File: src/rtl/bus_arbiter_n_if.sv
// rtl/bus_arbiter_n_if.sv - handshake bundle between requesting masters, slaves and the bus arbiter
//
// Purpose : groups the request/response inputs and the grant/phase outputs of bus_arbiter_n.
// Signals : busreq, split_clr  per-master request level and split release pulse
//           ready, response    slave completion handshake (00 OKAY, 01 ERROR, 10 RETRY, 11 SPLIT)
//           grant, master_sel  one-hot grant and granted index
//           addr_phase, data_phase, error, split_mask  phase enables, error pulse, parked masters
// Modports: master - requester/slave side (drives requests and responses)
//           slave  - arbiter side (drives grants and phase enables)

interface bus_arbiter_n_if #(
  parameter int NUM_MASTERS = 2,
  parameter int MID_W       = 1
);
  logic [NUM_MASTERS-1:0] busreq;
  logic [NUM_MASTERS-1:0] split_clr;
  logic                   ready;
  logic [1:0]             response;
  logic [NUM_MASTERS-1:0] grant;
  logic [MID_W-1:0]       master_sel;
  logic                   addr_phase;
  logic                   data_phase;
  logic                   error;
  logic [NUM_MASTERS-1:0] split_mask;

  modport master (
    output busreq, split_clr, ready, response,
    input  grant, master_sel, addr_phase, data_phase, error, split_mask
  );

  modport slave (
    input  busreq, split_clr, ready, response,
    output grant, master_sel, addr_phase, data_phase, error, split_mask
  );
endinterface

File: src/rtl/bus_arbiter_n.sv
// rtl/bus_arbiter_n.sv - N-master bus arbiter and address/data phase sequencer
//
// Purpose : selects one of NUM_MASTERS requesters (fixed priority or round-robin), sequences
//           ADDR/DATA phases, runs bounded bursts and handles ERROR/RETRY/SPLIT responses.
// Ports   : clk  rising-edge clock
//           rst  synchronous active-high reset
//           bus  bus_arbiter_n_if.slave (busreq, split_clr, ready, response in;
//                grant, master_sel, addr_phase, data_phase, error, split_mask out)
// All outputs come straight from flops.

module bus_arbiter_n #(
  parameter int NUM_MASTERS = 2,
  parameter int MID_W       = 1,
  parameter int BURST_MAX   = 4,
  parameter int CNT_W       = 3,
  parameter int RR_MODE     = 0
) (
  input  logic           clk,
  input  logic           rst,
  bus_arbiter_n_if.slave bus
);

  localparam logic [1:0] RESP_OKAY  = 2'b00;
  localparam logic [1:0] RESP_ERROR = 2'b01;
  localparam logic [1:0] RESP_RETRY = 2'b10;
  localparam logic [1:0] RESP_SPLIT = 2'b11;

  typedef enum logic [1:0] {
    IDLE = 2'd0,
    ADDR = 2'd1,
    DATA = 2'd2
  } state_t;

  state_t                 state_q, state_d;
  logic [NUM_MASTERS-1:0] grant_q, grant_d;
  logic [NUM_MASTERS-1:0] split_mask_q, split_mask_d;
  logic [MID_W-1:0]       master_sel_q, master_sel_d;
  logic [MID_W-1:0]       last_winner_q, last_winner_d;
  logic [CNT_W-1:0]       beat_cnt_q, beat_cnt_d;
  logic                   addr_phase_q, addr_phase_d;
  logic                   data_phase_q, data_phase_d;
  logic                   error_q, error_d;

  logic [NUM_MASTERS-1:0] eligible;
  logic [MID_W-1:0]       winner;
  logic [MID_W-1:0]       cand;
  logic                   any_eligible;
  logic [CNT_W-1:0]       beat_inc;

  // Winner selection. Both loops scan from the least preferred candidate to the most
  // preferred, so the last hit is the winner and no early exit is needed.
  always_comb begin
    eligible     = bus.busreq & ~split_mask_q;
    winner       = '0;
    cand         = '0;
    any_eligible = 1'b0;
    if (RR_MODE == 0) begin
      for (int i = NUM_MASTERS - 1; i >= 0; i--) begin
        if (eligible[i]) begin
          winner       = MID_W'(i);
          any_eligible = 1'b1;
        end
      end
    end else begin
      // Offset 1 (the master just after the previous winner) is most preferred;
      // offset NUM_MASTERS brings the previous winner itself back last.
      for (int off = NUM_MASTERS; off >= 1; off--) begin
        cand = MID_W'((int'(last_winner_q) + off) % NUM_MASTERS);
        if (eligible[cand]) begin
          winner       = cand;
          any_eligible = 1'b1;
        end
      end
    end
  end

  always_comb begin
    state_d       = state_q;
    grant_d       = grant_q;
    master_sel_d  = master_sel_q;
    last_winner_d = last_winner_q;
    beat_cnt_d    = beat_cnt_q;
    addr_phase_d  = 1'b0;
    data_phase_d  = 1'b0;
    error_d       = 1'b0;
    beat_inc      = beat_cnt_q + CNT_W'(1);
    // Clear first so a SPLIT below overrides a same-cycle release of the same bit.
    split_mask_d  = split_mask_q & ~bus.split_clr;

    case (state_q)
      IDLE: begin
        grant_d = '0;
        if (any_eligible) begin
          grant_d         = '0;
          grant_d[winner] = 1'b1;
          master_sel_d    = winner;
          last_winner_d   = winner;
          beat_cnt_d      = '0;
          addr_phase_d    = 1'b1;
          state_d         = ADDR;
        end
      end

      ADDR: begin
        data_phase_d = 1'b1;
        state_d      = DATA;
      end

      DATA: begin
        data_phase_d = 1'b1;
        if (bus.ready) begin
          case (bus.response)
            RESP_OKAY: begin
              beat_cnt_d = beat_inc;
              if (bus.busreq[master_sel_q] && (beat_inc < CNT_W'(BURST_MAX))) begin
                addr_phase_d = 1'b1;
                data_phase_d = 1'b0;
                state_d      = ADDR;
              end else begin
                grant_d      = '0;
                data_phase_d = 1'b0;
                state_d      = IDLE;
              end
            end
            RESP_ERROR: begin
              error_d      = 1'b1;
              grant_d      = '0;
              data_phase_d = 1'b0;
              state_d      = IDLE;
            end
            RESP_RETRY: begin
              addr_phase_d = 1'b1;
              data_phase_d = 1'b0;
              state_d      = ADDR;
            end
            RESP_SPLIT: begin
              split_mask_d[master_sel_q] = 1'b1;
              grant_d      = '0;
              data_phase_d = 1'b0;
              state_d      = IDLE;
            end
            default: ;
          endcase
        end
      end

      default: begin
        grant_d = '0;
        state_d = IDLE;
      end
    endcase
  end

  always_ff @(posedge clk) begin
    if (rst) begin
      state_q       <= IDLE;
      grant_q       <= '0;
      master_sel_q  <= '0;
      last_winner_q <= MID_W'(NUM_MASTERS - 1);
      beat_cnt_q    <= '0;
      addr_phase_q  <= 1'b0;
      data_phase_q  <= 1'b0;
      error_q       <= 1'b0;
      split_mask_q  <= '0;
    end else begin
      state_q       <= state_d;
      grant_q       <= grant_d;
      master_sel_q  <= master_sel_d;
      last_winner_q <= last_winner_d;
      beat_cnt_q    <= beat_cnt_d;
      addr_phase_q  <= addr_phase_d;
      data_phase_q  <= data_phase_d;
      error_q       <= error_d;
      split_mask_q  <= split_mask_d;
    end
  end

  assign bus.grant      = grant_q;
  assign bus.master_sel = master_sel_q;
  assign bus.addr_phase = addr_phase_q;
  assign bus.data_phase = data_phase_q;
  assign bus.error      = error_q;
  assign bus.split_mask = split_mask_q;

endmodule

File: src/flat_wrapper.sv
// flat-port wrapper written by rule: the top's interface ports become plain ports
module bus_arbiter_n_flat 
#(
  parameter int NUM_MASTERS = 2,
  parameter int MID_W       = 1,
  parameter int BURST_MAX   = 4,
  parameter int CNT_W       = 3,
  parameter int RR_MODE     = 0
)
  (clk, rst, bus_busreq, bus_split_clr, bus_ready, bus_response, bus_grant, bus_master_sel, bus_addr_phase, bus_data_phase, bus_error, bus_split_mask);
  bus_arbiter_n_if #(.NUM_MASTERS(NUM_MASTERS), .MID_W(MID_W)) bus_i ();
  input  logic clk;
  input  logic rst;
  input wire logic [$bits(bus_i.busreq)-1:0] bus_busreq;
  input wire logic [$bits(bus_i.split_clr)-1:0] bus_split_clr;
  input wire logic [$bits(bus_i.ready)-1:0] bus_ready;
  input wire logic [$bits(bus_i.response)-1:0] bus_response;
  output wire logic [$bits(bus_i.grant)-1:0] bus_grant;
  output wire logic [$bits(bus_i.master_sel)-1:0] bus_master_sel;
  output wire logic [$bits(bus_i.addr_phase)-1:0] bus_addr_phase;
  output wire logic [$bits(bus_i.data_phase)-1:0] bus_data_phase;
  output wire logic [$bits(bus_i.error)-1:0] bus_error;
  output wire logic [$bits(bus_i.split_mask)-1:0] bus_split_mask;
  assign bus_i.busreq = bus_busreq;
  assign bus_i.split_clr = bus_split_clr;
  assign bus_i.ready = bus_ready;
  assign bus_i.response = bus_response;
  assign bus_grant = bus_i.grant;
  assign bus_master_sel = bus_i.master_sel;
  assign bus_addr_phase = bus_i.addr_phase;
  assign bus_data_phase = bus_i.data_phase;
  assign bus_error = bus_i.error;
  assign bus_split_mask = bus_i.split_mask;
  bus_arbiter_n #(.NUM_MASTERS(NUM_MASTERS), .MID_W(MID_W), .BURST_MAX(BURST_MAX), .CNT_W(CNT_W), .RR_MODE(RR_MODE)) u_core (.clk(clk), .rst(rst), .bus(bus_i));
endmodule
File: config.mk
export PLATFORM = sky130hd
export DESIGN_NAME = bus_arbiter_n_flat
export DESIGN_NICKNAME = d
export VERILOG_FILES = /design/src/rtl/bus_arbiter_n_if.sv /design/src/rtl/bus_arbiter_n.sv /design/src/flat_wrapper.sv
export SDC_FILE = /design/constraint.sdc
export NUM_CORES = 1
export LEC_CHECK = 0
export ABC_AREA = 0
export CAP_MARGIN = 20
export CELL_PAD_IN_SITES_DETAIL_PLACEMENT = 1
export CELL_PAD_IN_SITES_GLOBAL_PLACEMENT = 1
export CORE_MARGIN = 2
export CORE_UTILIZATION = 40
export CTS_BUF_LIST = sky130_fd_sc_hd__clkbuf_8
export DETAILED_ROUTE_END_ITERATION = 16
export GPL_TIMING_DRIVEN = 0
export PLACE_DENSITY = 0.86
export SYNTH_ARGS = -nofsm -noshare
export SYNTH_HDL_FRONTEND = slang
export SYNTH_SLANG_ARGS = --single-unit
File: constraint.sdc
create_clock -name clk -period 2.9 [get_ports clk]
set_input_delay 0.58 -clock clk [delete_from_list [all_inputs] [get_ports clk]]
set_output_delay 0.58 -clock clk [all_outputs]
set_load 0.1 [all_outputs]
==> results.yml <==
run_status:
  outcome: "completed"
worst_setup_path:
  crit_path_end_kind: "output pin"
  worst-path-buf-inv: 1
  arrival_ns: 1.77
  criticalPathCategory: "register to output pin"
  critPathSlowestCell: "clkdlybuf4s50_1"
  start_kind: "register"
  crit_chain: "clkdlybuf4s50_1"
  slowest_delay_ns: 1.15
  critical-path-top-delay-family: "buffers and inverters"
  required_ns: 2.32
  crit_fanout: 4
floorplanning:
  dieWidth_um: 46.3
  pin_count: 17
  coreArea_um2: 1710
  fp-row-count: 15
  die_area_um2: 2140
  die_h_um: 46.3
  start_util: 0.418
cts:
  clkTransAtPathRegs_ns: 0.06
  holdBufCountCts: 0
  ctsResizeCount: 0
  clk_latency_ns: 0.24
  cts_root_buf: "clkbuf_8"
  cts_made_buffers: 3
  cts_num_sinks: 13
  cts_tree: "yes"
  clk_path_buf_depth: 2
  post_cts_buffers: 0
  htreeDepth: 1
placed_design:
  dpl.hpwl_mm: 1.34
  dp_cells: 120
  io_buffers: 16
  gp_congestion: 0.762
synth:
  synth_cells: 79
  yosys.area.top_type_share: 0.364
  synth_area_leader_cell: "dfxtp_1"
  avgSynthCellArea_um2: 9.04
  ys_top_cells_by_area: "dfxtp_1, ha_1, inv_1"
  syn-cell-area_um2: 714
  ys_seq_elements: 13
  syn-num-nets: 93
  synth_warnings: 0
  synth_cell_type_count: 32
  synth.yosys.seq_area_share: 0.364
grt:
  grt_max_degree: 11
  track_usage: 0.198
  grt-ovfl-total: 0
  grt_pass1_wl_mm: 2.94
  grt_pass1_vias: 668
  antenna_found_initial: 0
sta:
  setup_viol: 0
  final.period_utilization: 0.809
  slew_headroom: 0.349
  drv_slew: 0
  tightest_slew_ns: 0.973
  post-route-min-period_ns: 2.35
  skew_ns: 0.00455
  hold_viol: 0
  setup_tns_ns: 0
  timing.fmax_ghz: 0.426
  rsz0062_at_grt: "false"
routing:
  postRouteAntennaNets: 0
  wl_mm: 1.83
  post_drt_wl_per_cell_um: 14.7
  via_per_inst: 5.29
  drcViolationCount: 0
  drt_iter0_drc: 16
  vias: 656
  drt_pass1_iterations: 4
pwr:
  power_density_nw_per_um2: 748
  ir_drop_uv: 437
  p_leak_nw: 0.420
finish:
  finalNonFillerCells: 124
  area_delta_synth_final_pct: 33.1
  drive_above_1_share: 0.0808
  nNetsFinal: 114
  fill_cells: 208
  antennaDiodeCount: 0
min_path:
  hold_class: "register to register"
flow_run:
  max-cap-violations: 0
-- final timing paths --
path	start	endpoint	slack (ns)	depth (start not counted)
hold / removal	u_core.bus.grant[0]	u_core.bus.grant[0]	0.47	2
setup reg to reg	u_core.state_q[0]	u_core.beat_cnt_q[2]	1.13	7
hold reg to reg	u_core.bus.grant[0]	u_core.bus.grant[0]	0.47	2
setup / recovery	u_core.bus.master_sel	bus_master_sel	0.55	1
-- per-layer routing --
metal / GRT usage / part of all wire / up-vias
met5: 0 / 0 / -
met4: 0.120 / 0.024 / 0
met3: 0.0510 / 0.068 / 5
met2: 0.314 / 0.46 / 28
met1: 0.235 / 0.44 / 303
li1: - / - / 320
-- cells in the final DEF (no fill, tap or decap), drive strengths merged, types with 2 or more instances in the layout --
master	n
ha	5
a21oi	4
clkbuf	4
clkdlybuf4s50	16
nand3	3
mux2i	3
nand2b	4
nand2	2
o211a	2
o21ai	2
nor2	9
inv	11
a31oi	3
dfxtp	13
-- logic make-up after synthesis --
group | count (synthesis) | share of synthesized area
fa+ha+maj | 5 | 0.0876
simple gates | 24 | 0.179
flops | 13 | 0.364
mux | 3 | 0.0420
compound gates | 21 | 0.242
xor+xnor | 1 | 0.0123
buf+inv | 12 | 0.0736
-- power by group --
group,switching [mW],internal [mW]
clock,0.0658,0.0935
combinational,0.226,0.106
sequential,0.0170,0.203
total,0.308,0.403
-- synth_stat cells (all sizes together) --
cell and count:
xor2 1, nor3 1, dfxtp 13, clkbuf 1, o21bai 1, o22ai 1, inv 10, nand4bb 1
a31oi 3, a32oi 1, and2b 1, a41oi 1, nor2 9, a21oi 4, nand2 2, o32ai 1
o211a 2, a211o 1, nor4b 1, a2111oi 1, buf 1, nand3 3, ha 5, nand2b 4
nand4 1, a32o 1, o21ai 2, a41o 1, and2 1, mux2i 3, o211ai 1
-- flip-flops by register name, indices dropped and copies added (netlist names) --
| name | count |
|---|---|
| u_core.bus.master_sel | 1 |
| u_core.beat_cnt_q | 3 |
| u_core.bus.error | 1 |
| u_core.bus.addr_phase | 1 |
| u_core.bus.split_mask | 2 |
| u_core.bus.grant | 2 |
| u_core.bus.data_phase | 1 |
| u_core.state_q | 2 |
-- through the flow --
stage               utilization  hold slack [ns]  power [mW]  setup WS, ns  area, um^2
global placement          0.530            0.458       0.538         0.768         906
floorplan                     -            0.450       0.470         0.982         714
global route              0.557            0.495       0.749         0.495         951
finish                    0.557            0.473       0.711         0.554         951
CTS                       0.557            0.479       0.718         0.534         951
detailed placement        0.530            0.471       0.551         0.723         906
-- area by class of cell --
type                       count  area [um^2]  area share
buffer                         2         15.0      0.0158
clock buffer                   3         41.3      0.0434
clock inverter                 1         3.75     0.00395
inverter                      10         37.5      0.0395
multi-input combinational     54          402       0.422
sequential                    13          260       0.274
tap                           25         31.3      0.0329
timing repair buffer          16          160       0.168
No activity file was read; power rests on OpenSTA's default activity.
